**config.mk**
```make
export PLATFORM = sky130hd
export DESIGN_NAME = sprite_palette_bank
export DESIGN_NICKNAME = d
export VERILOG_FILES = /design/src/rtl/sprite_palette_bank.sv
export SDC_FILE = /design/constraint.sdc
export NUM_CORES = 2
export LEC_CHECK = 0
export ABC_CLOCK_PERIOD_IN_PS = 2000
export BUFFER_PORTS_ARGS = -buffer_cell sky130_fd_sc_hd__buf_2
export CAP_MARGIN = 20
export CORE_MARGIN = 2
export CORE_UTILIZATION = 30
export CTS_CLUSTER_DIAMETER = 80
export CTS_CLUSTER_SIZE = 8
export DETAILED_ROUTE_END_ITERATION = 16
export PLACE_DENSITY_LB_ADDON = 0.05
export SYNTH_ARGS = -nofsm -noshare
export SYNTH_HDL_FRONTEND = slang
export SYNTH_SLANG_ARGS = --single-unit
```
**constraint.sdc**
```tcl
create_clock -name Clk -period 2 [get_ports Clk]
set_input_delay 0.1 -clock Clk [delete_from_list [all_inputs] [get_ports Clk]]
set_output_delay 0.1 -clock Clk [all_outputs]
set_load 0.02 [all_outputs]
```
**src/rtl/sprite_palette_bank.sv**
```systemverilog
// sprite_palette_bank: run-time loadable multi-bank sprite colour look-up.
// Two-stage registered read, transparency keying and a frame-counted
// hit-flash that forces non-transparent pixels to white on even frames.
module sprite_palette_bank #(
  parameter int unsigned INDEX_W      = 4,
  parameter int unsigned NUM_PAL      = 4,
  parameter int unsigned CH_W         = 4,
  parameter int unsigned KEY_INDEX    = 0,
  parameter int unsigned FLASH_FRAMES = 8,
  localparam int unsigned PAL_W       = (NUM_PAL > 1) ? $clog2(NUM_PAL) : 1
) (
  input  logic               Clk,
  input  logic               Reset,
  input  logic               wr_en,
  input  logic [PAL_W-1:0]   wr_pal,
  input  logic [INDEX_W-1:0] wr_index,
  input  logic [3*CH_W-1:0]  wr_color,
  input  logic               rd_valid,
  input  logic [PAL_W-1:0]   pal_sel,
  input  logic [INDEX_W-1:0] index,
  input  logic               key_en,
  input  logic               frame_tick,
  input  logic               flash_start,
  output logic [CH_W-1:0]    red,
  output logic [CH_W-1:0]    green,
  output logic [CH_W-1:0]    blue,
  output logic               out_valid,
  output logic               transparent,
  output logic               flash_active
);

  localparam int unsigned DEPTH  = 1 << INDEX_W;
  localparam int unsigned COL_W  = 3 * CH_W;
  localparam int unsigned FCNT_W = $clog2(FLASH_FRAMES + 1);

  typedef logic [COL_W-1:0] color_t;
  typedef enum logic {IDLE, FLASH} flash_state_e;

  localparam color_t MAGENTA = {{CH_W{1'b1}}, {CH_W{1'b0}}, {CH_W{1'b1}}};
  localparam color_t WHITE   = '1;

  // Palette storage
  color_t mem_q [NUM_PAL][DEPTH];
  color_t mem_d [NUM_PAL][DEPTH];

  // Stage 1 registers
  color_t s1_color_q, s1_color_d;
  logic   s1_valid_q, s1_valid_d;
  logic   s1_key_q,   s1_key_d;

  // Stage 2 / output registers
  color_t pix_q, pix_d;
  logic   out_valid_q, out_valid_d;
  logic   transparent_q, transparent_d;

  // Flash state
  flash_state_e      state_q, state_d;
  logic [FCNT_W-1:0] fcnt_q, fcnt_d;

  logic [PAL_W-1:0] rd_bank;
  logic             wr_ok;
  logic             flash_on;

  // Palette write: out-of-range banks are dropped
  always_comb begin
    mem_d = mem_q;
    wr_ok = wr_en && (32'(wr_pal) < NUM_PAL);
    if (wr_ok) begin
      mem_d[wr_pal][wr_index] = wr_color;
    end
  end

  // Palette register array, reset fills every entry with magenta
  always_ff @(posedge Clk) begin
    if (Reset) begin
      for (int unsigned p = 0; p < NUM_PAL; p++) begin
        for (int unsigned i = 0; i < DEPTH; i++) begin
          mem_q[p][i] <= MAGENTA;
        end
      end
    end else begin
      mem_q <= mem_d;
    end
  end

  // Stage 1: read from the pre-write array so a same-cycle write is not seen
  always_comb begin
    rd_bank    = (32'(pal_sel) < NUM_PAL) ? pal_sel : '0;
    s1_color_d = mem_q[rd_bank][index];
    s1_valid_d = rd_valid;
    s1_key_d   = key_en && (index == INDEX_W'(KEY_INDEX));
  end

  // Stage 2: apply flash and key, hold outputs when no valid pixel arrives
  always_comb begin
    flash_on      = (state_q == FLASH) && !fcnt_q[0];
    out_valid_d   = s1_valid_q;
    pix_d         = pix_q;
    transparent_d = transparent_q;
    if (s1_valid_q) begin
      transparent_d = s1_key_q;
      pix_d         = (flash_on && !s1_key_q) ? WHITE : s1_color_q;
    end
  end

  // Flash next-state: restart beats a coincident frame_tick
  always_comb begin
    state_d = state_q;
    fcnt_d  = fcnt_q;
    unique case (state_q)
      IDLE: begin
        if (flash_start) begin
          state_d = FLASH;
          fcnt_d  = '0;
        end
      end
      FLASH: begin
        if (flash_start) begin
          fcnt_d = '0;
        end else if (frame_tick) begin
          if (fcnt_q == FCNT_W'(FLASH_FRAMES - 1)) begin
            state_d = IDLE;
            fcnt_d  = '0;
          end else begin
            fcnt_d = fcnt_q + FCNT_W'(1);
          end
        end
      end
      default: begin
        state_d = IDLE;
        fcnt_d  = '0;
      end
    endcase
  end

  // Pipeline and flash state registers
  always_ff @(posedge Clk) begin
    if (Reset) begin
      s1_color_q    <= '0;
      s1_valid_q    <= 1'b0;
      s1_key_q      <= 1'b0;
      pix_q         <= '0;
      out_valid_q   <= 1'b0;
      transparent_q <= 1'b0;
      state_q       <= IDLE;
      fcnt_q        <= '0;
    end else begin
      s1_color_q    <= s1_color_d;
      s1_valid_q    <= s1_valid_d;
      s1_key_q      <= s1_key_d;
      pix_q         <= pix_d;
      out_valid_q   <= out_valid_d;
      transparent_q <= transparent_d;
      state_q       <= state_d;
      fcnt_q        <= fcnt_d;
    end
  end

  assign red          = pix_q[COL_W-1 -: CH_W];
  assign green        = pix_q[2*CH_W-1 -: CH_W];
  assign blue         = pix_q[CH_W-1:0];
  assign out_valid    = out_valid_q;
  assign transparent  = transparent_q;
  assign flash_active = (state_q == FLASH);

endmodule

```
### Word-level counts from Yosys, hierarchy flattened

Cells that the tools add are included.

* flip-flop bits (word level): 801
* input port bits: 31
* output and inout port bits: 15
* logic and storage cells: 118

* $add $sub $neg: 1
* magnitude comparators: 6
* equal/unequal tests: 3
* mux-type cells: 22
* bitwise operators: 5
* reduce and logical (&&, ||, !) cells: 9

Operators by type and width (number)
* bitwise mux 768 bit: 1
* two-way mux 192 bit: 3
* binary-select mux 192 bit (select 2 bit): 1
* demux 192 bit (select 2 bit): 1
* binary-select mux 12 bit (select 4 bit): 1
* demux 12 bit (select 4 bit): 1
* two-way mux 12 bit: 4
* two-way mux 4 bit: 4
* >= comparator 5 bit (second input constant): 2
* inverter 4 -> 5 bit: 2
* one-hot mux 4 bit (2 select lines): 1
* >= comparator 3 bit (second input constant): 2
* inverter 2 -> 3 bit: 2
* logical AND 1 bit: 5
* < comparator 5 x 1 -> 1 bit (second input constant): 1
* adder 4 x 1 -> 4 bit (second input constant): 1
* == test 4 x 3 -> 1 bit (second input constant): 1
* zero test 4 bit: 1
* two-way mux 1 bit: 4
* < comparator 3 x 1 -> 1 bit (second input constant): 1
* != test 3 bit (second input constant): 1
* zero test 1 bit: 2
* != test 2 bit (second input constant): 1
* one-hot mux 1 bit (2 select lines): 1
* 2 further kinds: 2

### Depth between registers and ports, before layout

* depth in word-level cells: 8
* gate-level depth with buffers: 10
* mapped depth without buffers: 6

### Worst setup path before layout

Ideal clock, no wire load.

* kind: in2reg
* start point: in pal_sel[0]
* end point: reg s1_color_q[1]
* library setup time: 0.117 ns
* arrival: 1.585 ns
* required time: 1.883 ns
* slack: 0.298 ns
* stages on the path: 7
* path buffers: 3
* path through: buf_6 buf_6 buf_2 mux4_2 mux2i_1 nand2_1 a32o_1

* word-level cells in the longest chain between the ends: 7

Ends and longest elaborated chain
* start, declared: RTL line 19 `input logic [PAL_W-1:0] pal_sel,`
* inverter 2 -> 3 bit (not written as such): RTL line 89 `s1_color_d = mem_q[rd_bank][index];`
* binary-select mux 192 bit (select 2 bit): RTL line 89
* two-way mux 192 bit (not written as such) (2 in series): RTL line 89
* binary-select mux 12 bit (select 4 bit): RTL line 89
* two-way mux 12 bit (not written as such) (2 in series): RTL line 89
* end signal, assigned: RTL line 148 `s1_color_q <= s1_color_d;`
* end, declared: RTL line 47 `color_t s1_color_q, s1_color_d;`

No other way between the ends. The select of a mux whose other input is x is not followed.
A chain may end at the register's enable or synchronous reset.

### Final worst setup path

* start point: reg mem_q[156] (netlist name)
* end point: reg s1_color_q[0]

* word-level cells in the longest chain between the ends: 6

Ends and longest elaborated chain
* start, declared: RTL line 43 `color_t mem_q [NUM_PAL][DEPTH];`
* start signal, assigned: RTL line 82 `mem_q <= mem_d;`
* binary-select mux 192 bit (select 2 bit): RTL line 89
* two-way mux 192 bit (not written as such) (2 in series): RTL line 89
* binary-select mux 12 bit (select 4 bit): RTL line 89
* two-way mux 12 bit (not written as such) (2 in series): RTL line 89

No other way between the ends. The select of a mux whose other input is x is not followed.

==> results_dict.tcl <==
set metrics [dict create \
    synthMuxAreaShare_pct 14.9 \
    cts_inserted_buffers 110 \
    num_io_pins 46 \
    synth_nets 3930 \
    tightest_slew_ns 1.06 \
    fin_skew_ns 0.0301 \
    start_kind "flop" \
    grt_max_degree 182 \
    antenna_found_initial 1 \
    vias 28200 \
    synthCells 3898 \
    seq_power_share_pct 45.2 \
    place_ws_ns -0.513 \
    synth_area_um2 35600 \
    start_util_pct 30.2 \
    htree_num_levels 3 \
    nets 4069 \
    finalInstanceArea_um2 42700 \
    p_clk_share_pct 47.4 \
    die_h_um 348 \
    synth_xor_area_share_pct 0.0246 \
    yosysUniqueCellTypes 55 \
    whs_path_depth 3 \
    async_flop_share_pct 0 \
    worstSkewPairLatency_ns 0.70 \
    hpwl_um 85600 \
    rows 126 \
    p_per_area_nw_per_um2 840 \
    dieArea_um2 121000 \
    routed_wl_um 134000 \
    crit_path_top_delay_cell "mux4_2" \
    whs_ns 0.180 \
    crit_buf_inv 1 \
    dr.pass1.iters 5 \
    ys.flop_type "dfxtp_1" \
    seqCellArea_um2 16000 \
    via_per_inst 5.05 \
    reg2reg_depth 6 \
    synth-compound-area-share_pct 9.10 \
    cts_tree "done" \
    finalHoldViolCount 0 \
    setup_viol 0 \
    cts_setup_buffers 0 \
    crit_type "reg2reg" \
    power.leakage_uw 0.0161 \
    relSlewSlack_pct 29.2 \
    diodes 0 \
    gr-total-overflow 0 \
    crit_cells 6 \
    core_um2 118000 \
    gp_congestion 0.783 \
    rsz0062_at_grt "no" \
    status "complete, no violations" \
    placed_area_um2 39600 \
    multi_input_area_um2 17800 \
    cts.clk_slew.worst_paths_ns 0.05 \
    layout-drive-gt1-share_pct 18.0 \
    syn_to_final_growth_pct 20.1 \
    switchingPower_uw 8800 \
    drtIter0Drc 2149 \
    setup_ws_ns 0.0370 \
    grt_first_pass_wirelength_um 200000 \
    cpPeakStageDelay_ns 0.50 \
    first_global_vias 28300 \
    die_x_um 348 \
    synth-adder-area-share_pct 0.0352 \
    endpoint_kind "flop" \
    wl_per_cell_um 24.1 \
    required_ns 2.59 \
    drc 0 \
    grt_usage_pct 22.0 \
    synth_warnings 0 \
    ir_worst_vdd_mv 0.566 \
    synth_top_family_by_area "simple AND/OR/NAND/NOR gates" \
    fin_cells 5581 \
    finalSetupTns_ns 0 \
    drv_cap 0 \
    slew_violations 0 \
    intPower_uw 27100 \
    period_share_pct 98.2 \
    combPwrFrac_pct 7.4 \
    fmax_mhz 509 \
    io_buffers 45 \
    critPathTopFamily "compound AO/OA/AOI/OAI gates" \
    holdCritPathClass "in2reg" \
    synthSimpleGateAreaFrac_pct 25.8 \
    syn_area_per_cell_um2 9.13 \
    ant_nets 0 \
    path_max_fanout 2 \
    cts.sinks 801 \
    cts.path.max_buffers 3 \
    cts_root_buffer "clkbuf_16" \
    fillers 11900 \
    switching_share_pct 24.5 \
    fin_crit_ns 1.96 \
    synth-edff-count 0 \
    worstPathArrival_ns 2.55 \
    yosys_register_bits 801 \
    crit_path_cell_trace "mux4_2 > or3_1 > o21ai_0 > a211oi_1 > buf_4 > a32o_1" \
    placed_cells 5442 \
    seq_area_frac_synth_pct 45.1 \
]
power by group through the flow:
stage	combinational, µW	sequential (µW)	clock (µW)
6_report	2650	16200	17000
4_1_cts	2680	16200	17600
3_3_place_gp	2640	16600	0
3_5_place_dp	2640	16500	0
2_1_floorplan	1390	16500	0
5_1_grt	2810	16200	18200
cell usage in the layout (no fill, tap or decap), types with 115 or more instances in the layout:
master     instances
mux4_2           173
nand2_1         1135
nand3b_1         355
dfxtp_1          801
a211o_1          161
a21oi_1          194
nor2_1           169
mux2i_1          123
clkbuf_16        115
buf_4            290
nor2b_1          174
registers in the layout, summed over array words and instances, names as in the netlist:
name          flops
out_valid_d       1
transparent       1
pix_q            12
mem_q           768
fcnt_q            4
flash_active      1
s1_key_q          1
s1_color_q       12
out_valid         1
synth_stat cells, drive strengths merged, types with 7 or more instances:
master	count	share of area [%]
dfxtp	801	45
a31oi	7	0.12
nand2b	8	0.14
a211o	161	4.0
nand3	21	0.30
o221ai	12	0.30
a22o	8	0.20
nand3b	355	7.5
buf	154	2.6
a22oi	26	0.55
a32o	7	0.20
nor2	190	2.0
a21oi	194	2.7
nor2b	175	3.1
o21ai	10	0.14
mux4	177	11
a211oi	14	0.30
nor3	24	0.34
nand2	1135	12
clkbuf	235	2.5
mux2i	124	3.5
o22ai	16	0.28
logic make-up (layout without fill, tap and decap cells):
kind of cell,Yosys count,in the layout
AOI/OAI and AO/OA,468,468
xor gates and xnor gates,1,1
adders and majority gates,1,1
buffers and inverters,391,538
DFF,801,801
muxes,305,305
and+or+nand+nor,1931,1931
routing by layer:
layer | vias to the layer above | track usage [%] | routed length (µm)
li1 | 13600 | - | -
met1 | 14000 | 31.2 | 65200
met2 | 490 | 36.1 | 62800
met3 | 115 | 2.40 | 4420
met4 | 0 | 4.49 | 1880
met5 | - | 0 | 0
metrics by stage:
step,util [%],total power (µW)
2_1_floorplan,-,17900
3_3_place_gp,33.6,19200
3_5_place_dp,33.6,19200
4_1_cts,36.2,36400
5_1_grt,36.2,37200
6_report,36.2,35900
timing repair:
item / 4_1_cts / 5_1_grt
cloned: 0 / 0
gates resized for setup: 3 / 3
setup endpoints to repair: 3 / 3
hold buffers: 19 / 0
hold endpoints to repair: 317 / 0
worst min-delay path, cell delays in order:
cell	delay, ns
dlygate4sd3_1	0.52
buf_2	0.10
nor2b_1	0.12
layout make-up:
cell class                      count  area share, %
Clock buffer                      116           6.74
Clock inverter                      4         0.0908
Inverter                            2         0.0176
Multi-Input combinational cell   2706           41.7
Sequential cell                   801           37.5
Tap cell                         1536           4.50
Timing Repair Buffer              416           9.43
path summary, 6_finish.rpt:
check                           startpoint             to  slack [ns]
worst min-delay path              rd_valid    out_valid_d        0.18
worst max register to register  mem_q[156]  s1_color_q[0]        0.04
worst max-delay path            mem_q[156]  s1_color_q[0]        0.04
worst min register to register  mem_q[426]     mem_q[426]        0.45
No activity file was read; power rests on OpenSTA's default activity.
